`src/rtl/serial_subtractor.sv`:
```
// Bit-serial A-B subtractor: one bit per clock, LSB first, WIDTH clocks per operation.
// Results (difference, borrow, signed overflow) are registered and held until the next completion.
module serial_subtractor #(
  parameter int WIDTH = 8
) (
  input  logic             i_clk,
  input  logic             i_rst,
  input  logic             i_start,
  input  logic [WIDTH-1:0] i_a,
  input  logic [WIDTH-1:0] i_b,
  output logic             o_busy,
  output logic             o_done,
  output logic [WIDTH-1:0] o_diff,
  output logic             o_borrow,
  output logic             o_ovf
);

  localparam int CW = (WIDTH > 1) ? $clog2(WIDTH) : 1;

  typedef enum logic [1:0] {
    IDLE = 2'd0,
    RUN  = 2'd1,
    DONE = 2'd2
  } state_t;

  state_t           state;
  state_t           state_next;
  logic [CW-1:0]    cnt;
  logic [WIDTH-1:0] a_sr;
  logic [WIDTH-1:0] b_sr;
  logic [WIDTH-1:0] res_sr;
  logic             bw;
  logic             d_bit;
  logic             bw_next;
  logic             last_bit;
  logic [WIDTH-1:0] diff_final;

  // Full-subtractor cell on the current LSBs.
  assign d_bit      = a_sr[0] ^ b_sr[0] ^ bw;
  assign bw_next    = (~a_sr[0] & b_sr[0]) | (~(a_sr[0] ^ b_sr[0]) & bw);
  assign last_bit   = (cnt == CW'(WIDTH - 1));
  assign diff_final = {d_bit, res_sr[WIDTH-1:1]};
  assign o_busy     = (state != IDLE);

  always_ff @(posedge i_clk) begin
    if (i_rst) state <= IDLE;
    else       state <= state_next;
  end

  always_comb begin
    state_next = state;
    case (state)
      IDLE:    if (i_start) state_next = RUN;
      RUN:     if (last_bit) state_next = DONE;
      DONE:    state_next = IDLE;
      default: state_next = IDLE;
    endcase
  end

  always_ff @(posedge i_clk) begin
    if (i_rst) begin
      cnt      <= '0;
      bw       <= 1'b0;
      a_sr     <= '0;
      b_sr     <= '0;
      res_sr   <= '0;
      o_done   <= 1'b0;
      o_diff   <= '0;
      o_borrow <= 1'b0;
      o_ovf    <= 1'b0;
    end else begin
      o_done <= 1'b0;
      case (state)
        IDLE: begin
          if (i_start) begin
            a_sr <= i_a;
            b_sr <= i_b;
            bw   <= 1'b0;
            cnt  <= '0;
          end
        end
        RUN: begin
          a_sr   <= a_sr >> 1;
          b_sr   <= b_sr >> 1;
          res_sr <= diff_final;
          bw     <= bw_next;
          cnt    <= cnt + CW'(1);
          // On the last bit a_sr[0]/b_sr[0] hold the operand sign bits.
          if (last_bit) begin
            o_diff   <= diff_final;
            o_borrow <= bw_next;
            o_ovf    <= (a_sr[0] != b_sr[0]) && (d_bit != a_sr[0]);
            o_done   <= 1'b1;
          end
        end
        default: ;
      endcase
    end
  end

endmodule
```
`config.mk`:
```
export PLATFORM = sky130hd
export DESIGN_NAME = serial_subtractor
export DESIGN_NICKNAME = d
export VERILOG_FILES = /design/src/rtl/serial_subtractor.sv
export SDC_FILE = /design/constraint.sdc
export NUM_CORES = 1
export LEC_CHECK = 0
export BUFFER_PORTS_ARGS = -buffer_cell sky130_fd_sc_hd__buf_4
export CORE_AREA = 2 2 72 74
export DETAILED_ROUTE_END_ITERATION = 10
export DIE_AREA = 0 0 74 76
export SKIP_LAST_GASP = 1
export SLEW_MARGIN = 0
export SYNTH_ARGS = -nofsm -noshare
export SYNTH_HDL_FRONTEND = slang
export SYNTH_SLANG_ARGS = --single-unit
export TNS_END_PERCENT = 10
```
`constraint.sdc`:
```
create_clock -name i_clk -period 1.65 [get_ports i_clk]
set_input_delay 0.165 -clock i_clk [delete_from_list [all_inputs] [get_ports i_clk]]
set_output_delay 0.165 -clock i_clk [all_outputs]
set_load 0.1 [all_outputs]
```
==> results of run 1 <==
==> registers in the layout, indices dropped and copies added (netlist names) <==
name and cells:
o_diff 8, o_ovf 1, b_sr 8, o_done 1
cnt 3, o_borrow 1, res_sr 7, bw 1
a_sr 8, state 2
==> report_power, final <==
group | switching (mW) | total, mW | leakage [nW] | internal (mW)
Sequential | 0.0291 | 1.04 | 0.327 | 1.01
Clock | 0.340 | 0.627 | 0.0400 | 0.286
Combinational | 0.119 | 0.218 | 0.443 | 0.0993
==> stage by stage <==
step | total power, mW | setup slack [ps] | setup TNS, ps
detailed placement | 1.28 | 18.9 | 0
global route | 1.97 | -19.1 | -19.1
finish | 1.88 | 61.3 | 0
floorplan | 1.21 | 54.2 | 0
CTS | 1.91 | -2.97 | -2.97
global placement | 1.28 | 68.2 | 0
==> kinds of logic (layout without fill, tap and decap cells) <==
group                      Yosys count  after routing  synth area share (%)
and+or+nand+nor                     71             71                  18.3
AOI/OAI and AO/OA                   56             56                  23.3
buffers and inverters               17             47                  6.11
DFF                                 40             40                  48.3
xor gates and xnor gates             1              1                 0.528
adders and majority gates            4              4                  3.47
==> worst max-delay path: stages (launching register included) <==
cell and delay (ps):
dfxtp_1 350, inv_1 90, fa_1 500, xor2_1 160, or3_1 300, a21oi_1 130
==> per-layer routing <==
metal  vias up  part of all wire (%)  routed length [µm]  track usage, %
met4         0                   1.9                  62            5.45
met1       598                    48                1610            16.7
met3         6                   5.1                 171            3.57
li1        714                     -                   -               -
met5         -                     0                   0               0
met2        33                    45                1490            20.0
==> repair_timing <==
action / in CTS / in global routing
hold endpoints to repair: 0 / 0
endpoints found under the setup margin: 2 / 2
resized for setup: 1 / 1
cloned: 0 / 0
pin swaps: 0 / 1
==> final cells by class <==
class	instances	share of cell area (%)
repair buffers	37	13.8
flip-flops and latches	40	39.7
inverters	3	0.620
clock buffers	5	3.41
well taps	70	4.34
multi-input cells	132	37.5
clock inverters	2	0.620
==> final timing paths <==
kind	start	endpoint
max	a_sr[0]	o_ovf
min	i_b[7]	b_sr[7]
max reg2reg	a_sr[0]	o_ovf
min reg2reg	o_borrow	o_borrow
==> layout by cell type (no fill, tap or decap) <==
cell / count
dfxtp_1: 39
buf_4: 37
nor2_1: 33
nand2_1: 30
a21oi_1: 17
a211oi_1: 17
o2bb2ai_1: 11
clkbuf_8: 5
a22oi_1: 3
o22ai_1: 3
ha_1: 3
clkinv_2: 2
nand2b_1: 2
nand4_1: 2
o21ai_0: 2
clkinv_1: 1
inv_1: 1
and3b_1: 1
nand3b_4: 1
and2b_1: 1
o21bai_1: 1
o21ba_2: 1
xor2_1: 1
or3_1: 1
a221oi_1: 1
fa_1: 1
clkinvlp_4: 1
dfxtp_2: 1
==> metrics, run 1 <==
largest net degree at the start of global routing=41; worst min path class=input pin to flip-flop; total grt overflow=0; most used standard cell by instance count after synthesis=dfxtp_1; Inserted Clock Buffers=5; Arrival @ worst endpoint=roughly 1800 ps; worst skew pair latency=290 ps; setup violators final=0; die area=roughly 5600 µm²; critical path startpoint category=flip-flop; fin util=41.1%; Static Leak=between 0.8 and 0.9 nW; Critical Path Fanout Max=3; gr usage total=12.9%; Seq cells post-synth=40; IO Count=31; Yosys warnings=0; top cells by count, synth=dfxtp_1, nor2_1, nand2_1, a211oi_1, a21oi_1; Worst Skew=7.02 ps; drt pass-1 iters=4; Worst-path clk slew=approximately 80 ps; number of flops mapped to enable cells by yosys=0; RSZ-0062 raised after global routing=yes; Post-Syn Area=1660 µm²; clock sinks=40; Distinct cells, synth=27; GPL Wtd Cong=between 0.6 and 0.7; worst-margin pin slew=roughly 420 ps; Antenna diodes=0; Max VDD drop=478 µV; ys flop type=dfxtp_1; Placeable Area=~4900 µm²; Fill cells=about 530; Final Cycle Share=96.3%; vias in the first global route=between 1000 and 1500; reg2reg path depth=5; first-pass GRT wire length=5810 µm; Avg Synthesized Cell Area=a little under 9 µm²; residual DRC count=0; WHS=153 ps; Tmin final=1590 ps; Post-synth ARST share=0%; CTS max path bufs=2; Final Non-Filler Cells=289; placed cell areas=1930 µm²; TritonCTS clock tree=built; Die Span Y=76 µm; Post-Layout Inst Area=2020 µm²; storage element area=~800 µm²; final net count=242; routed wire length=3330 µm; IO buf count=30; Post-CTS Setup Bufs=0; Peak Freq=629 MHz; dpl cells=282; top cell type's share of synthesized area=48.3%; initial antenna violation count=0; area leader, netlist=dfxtp_1; Initial Util=33.8%; area occupied by multi-input gates=757 µm²; sequential element share of the synthesized area=about half; Vias per Instance=approximately 4.7; ranking of synthesized cells by area=dfxtp_1, a211oi_1, nor2_1, nand2_1, o2bb2ai_1; status=complete, no violations; Layout area overhead=21.6%; DR iter-0 viols=44; share of layout cells above drive strength 1=21.9%; Wirelength per Cell=11.5 µm; DR vias=around 1400; Post-Syn Instances=189; Rel. slew slack=around 70%; CTS Hold Buffers Added=0; Pins Over Slew Limit=0; max-capacitance violation count=0; Hold Vio Cnt, Final=0; chip width=74 µm; Crit Path Class=flip-flop to flip-flop; Routed Antenna Nets=0; standard-cell rows=26; Post-Syn Nets=212; CTS root buffer=clkbuf_8; post-DP HPWL=2220 µm; Hold Crit Depth=3; reg-to-reg slack, setup=~60 ps; CP Data Required Time=about 1900 ps; Setup crit end kind=flip-flop; # H-tree levels=2; Pwr Density=between 900 and 1000 nW/µm²
Note: power is estimated with default switching activity, not from simulation.
==> run 2, diff against run 1 <==
Clock period 1.65 ns to 1.7 ns, I/O delays scaled along.
==> run 2 against run 1 <==
Wire length is 0.54% lower; first-iteration DRC count is 48% higher; clock skew is 2.4 ps higher; highest routed layer unchanged; clock power is 26% higher.
==> metrics, run 2 (synthesis gave the netlist of run 1 again) <==
setup ws final=74.4 ps (+13.2 ps); Inserted Clock Buffers=5 (unchanged); GPL Wtd Cong=0.669 (+1.1%); Tmin final=1630 ps (+36.8 ps); critical path startpoint category=flip-flop; largest net degree at the start of global routing=41 (unchanged); Psw=0.491 mW (+0.43%); DR iter-0 viols=65 (+48%); most frequent cells in the layout=dfxtp_1, buf_4, nor2_1; Worst-path clk slew=80 ps (about the same); Top Usage Layer GRT=met2; Hold Vio Cnt, Final=0 (unchanged); CP Cell Sequence=inv_1 > fa_2 > xor2_1 > or3_1 > a21oi_1; TritonCTS clock tree=built; Setup crit end kind=flip-flop; WHS=158 ps (+5.03 ps); Peak Freq=615 MHz (-2.3%); share of layout cells above drive strength 1=22.0% (+0.10 points); Routed Antenna Nets=0 (unchanged); clock sinks=40 (unchanged); CTS root buffer=clkbuf_8; DR vias=1355 (+0.30%); initial antenna violation count=0 (unchanged); RSZ-0062 raised after global routing=yes; Final Non-Filler Cells=288 (-0.35%); CP Data Required Time=1930 ps (+50 ps); worst min path class=input pin to flip-flop; dpl cells=280 (-0.71%); Antenna diodes=0 (unchanged); Sw Share=24.4% (-1.5 points); IO Count=31 (unchanged); CTS max path bufs=2 (unchanged); chip width=74 µm (unchanged); Final Cycle Share=95.6% (-0.67 points); Die Span Y=76 µm (unchanged); largest registers=a_sr: 8 flops, b_sr: 8 flops, o_diff: 8 flops; setup violators final=0 (unchanged); Logic pwr share=10.5% (-1.1 points); setup TNS=0 ps (unchanged); Rel. slew slack=71.8% (-0.29 points); Wirelength per Cell=11.5 µm (-0.20%); IO buf count=30 (unchanged); vias in the first global route=1274 (-3.4%); gr usage total=12.7% (-0.18 points); residual DRC count=0 (unchanged); internal power=1.52 mW (+8.8%); Layout area overhead=22.9%; met1 track demand over resource=16.5% (-0.12 points); routed wire length=3310 µm (-0.54%); Placeable Area=4910 µm² (unchanged); drt pass-1 iters=4 (unchanged); Crit Path Class=flip-flop to flip-flop; Max VDD drop=442 µV (-7.4%); status=complete, no violations; total grt overflow=0 (unchanged); GR Layer Usage met3=3.97% (+0.40 points); first-pass GRT wire length=5620 µm (-3.3%); Total Power=2.01 mW (+6.6%); worst skew pair latency=300 ps (about the same); post-DP HPWL=2220 µm (+0.16%); standard-cell rows=26 (unchanged); CTS Hold Buffers Added=0 (unchanged); Slowest Stage Delay on Critical Path=610 ps (+110 ps); Vias per Instance=4.70 (+0.64%); final net count=240 (-0.83%); die area=5620 µm² (unchanged); clock network power share=39.2% (+5.9 points); CP max stage cell=fa_2; Static Leak=0.814 nW (+0.48%); Flop pwr share=50.2% (-4.9 points); Arrival @ worst endpoint=1860 ps (+40 ps); # H-tree levels=2 (unchanged); Pins Over Slew Limit=0 (unchanged); met2 GRT Util=19.6% (-0.45 points); worst-margin pin slew=422 ps (+4.31 ps); pre-CTS WS=74.8 ps (+55.9 ps); Pwr Density=984 nW/µm² (+5.5%); commonest non-fill, non-tap cell in the layout=dfxtp_1; max-capacitance violation count=0 (unchanged); Critical Path Fanout Max=3 (unchanged); Initial Util=33.8% (unchanged); Worst Skew=9.46 ps (+2.44 ps)
run 2: cell count changes in the layout (fill, tap and decap cells not counted), sizes merged:
cell	previous run	this run
buf	37	35
inv	1	2
bufinv	0	1
clkinv	3	2
run 2: power by group through the flow:
| stage | Clock [mW] | Sequential (mW) | Combinational (mW) |
|---|---|---|---|
| 4_1_cts | 0.809 | 1.01 | 0.213 |
| 3_5_place_dp | 0 | 1.03 | 0.212 |
| 6_report | 0.788 | 1.01 | 0.211 |
| 2_1_floorplan | 0 | 1.02 | 0.159 |
| 5_1_grt | 0.850 | 1.01 | 0.241 |
| 3_3_place_gp | 0 | 1.03 | 0.210 |
run 2: area by class of cell:
cell class,instances,area [µm²]
flip-flops and latches,40,802
repair buffers,35,263
inverters,3,12.5
fillers,501,2870
clock inverters,3,46.3
multi-input cells,132,759
clock buffers,5,68.8
well taps,70,87.6
run 2: path summary, 6_finish.rpt:
kind,from,slack [ps],to,cells past startpoint
hold / removal,i_b[7],160,b_sr[7],3
setup / recovery,a_sr[0],70,o_ovf,5
setup reg to reg,a_sr[0],70,o_ovf,5
hold reg to reg,res_sr[1],460,o_diff[0],2
run 2: stage by stage:
step / instance area (µm²) / utilization (%)
2_1_floorplan: 1660 / -
3_5_place_dp: 1920 / 39.1
6_report: 2040 / 41.5
4_1_cts: 2040 / 41.4
5_1_grt: 2040 / 41.5
3_3_place_gp: 1920 / 39.1
run 2: repair_timing:
item | CTS | global route
setup buffers | 0 | 0
resized for setup | 1 | 2
pin swaps | 0 | 0
endpoints found under the setup margin | 1 | 2
run 2: layer usage:
layer	part of all wire (%)	routed length [µm]
met5	0	0
met4	1.4	45
met3	4.5	150
met2	44	1460
met1	50	1650
run 2: worst max-delay path, delay by kind of cell, from the launching register on:
kind	cells	cell delay, ps
XOR/XNOR	1	70
AO/OA/AOI/OAI	1	140
buffers and inverters	1	90
flip-flops	1	350
AND/OR/NAND/NOR	1	300
adder cells (fa/ha/maj)	1	610
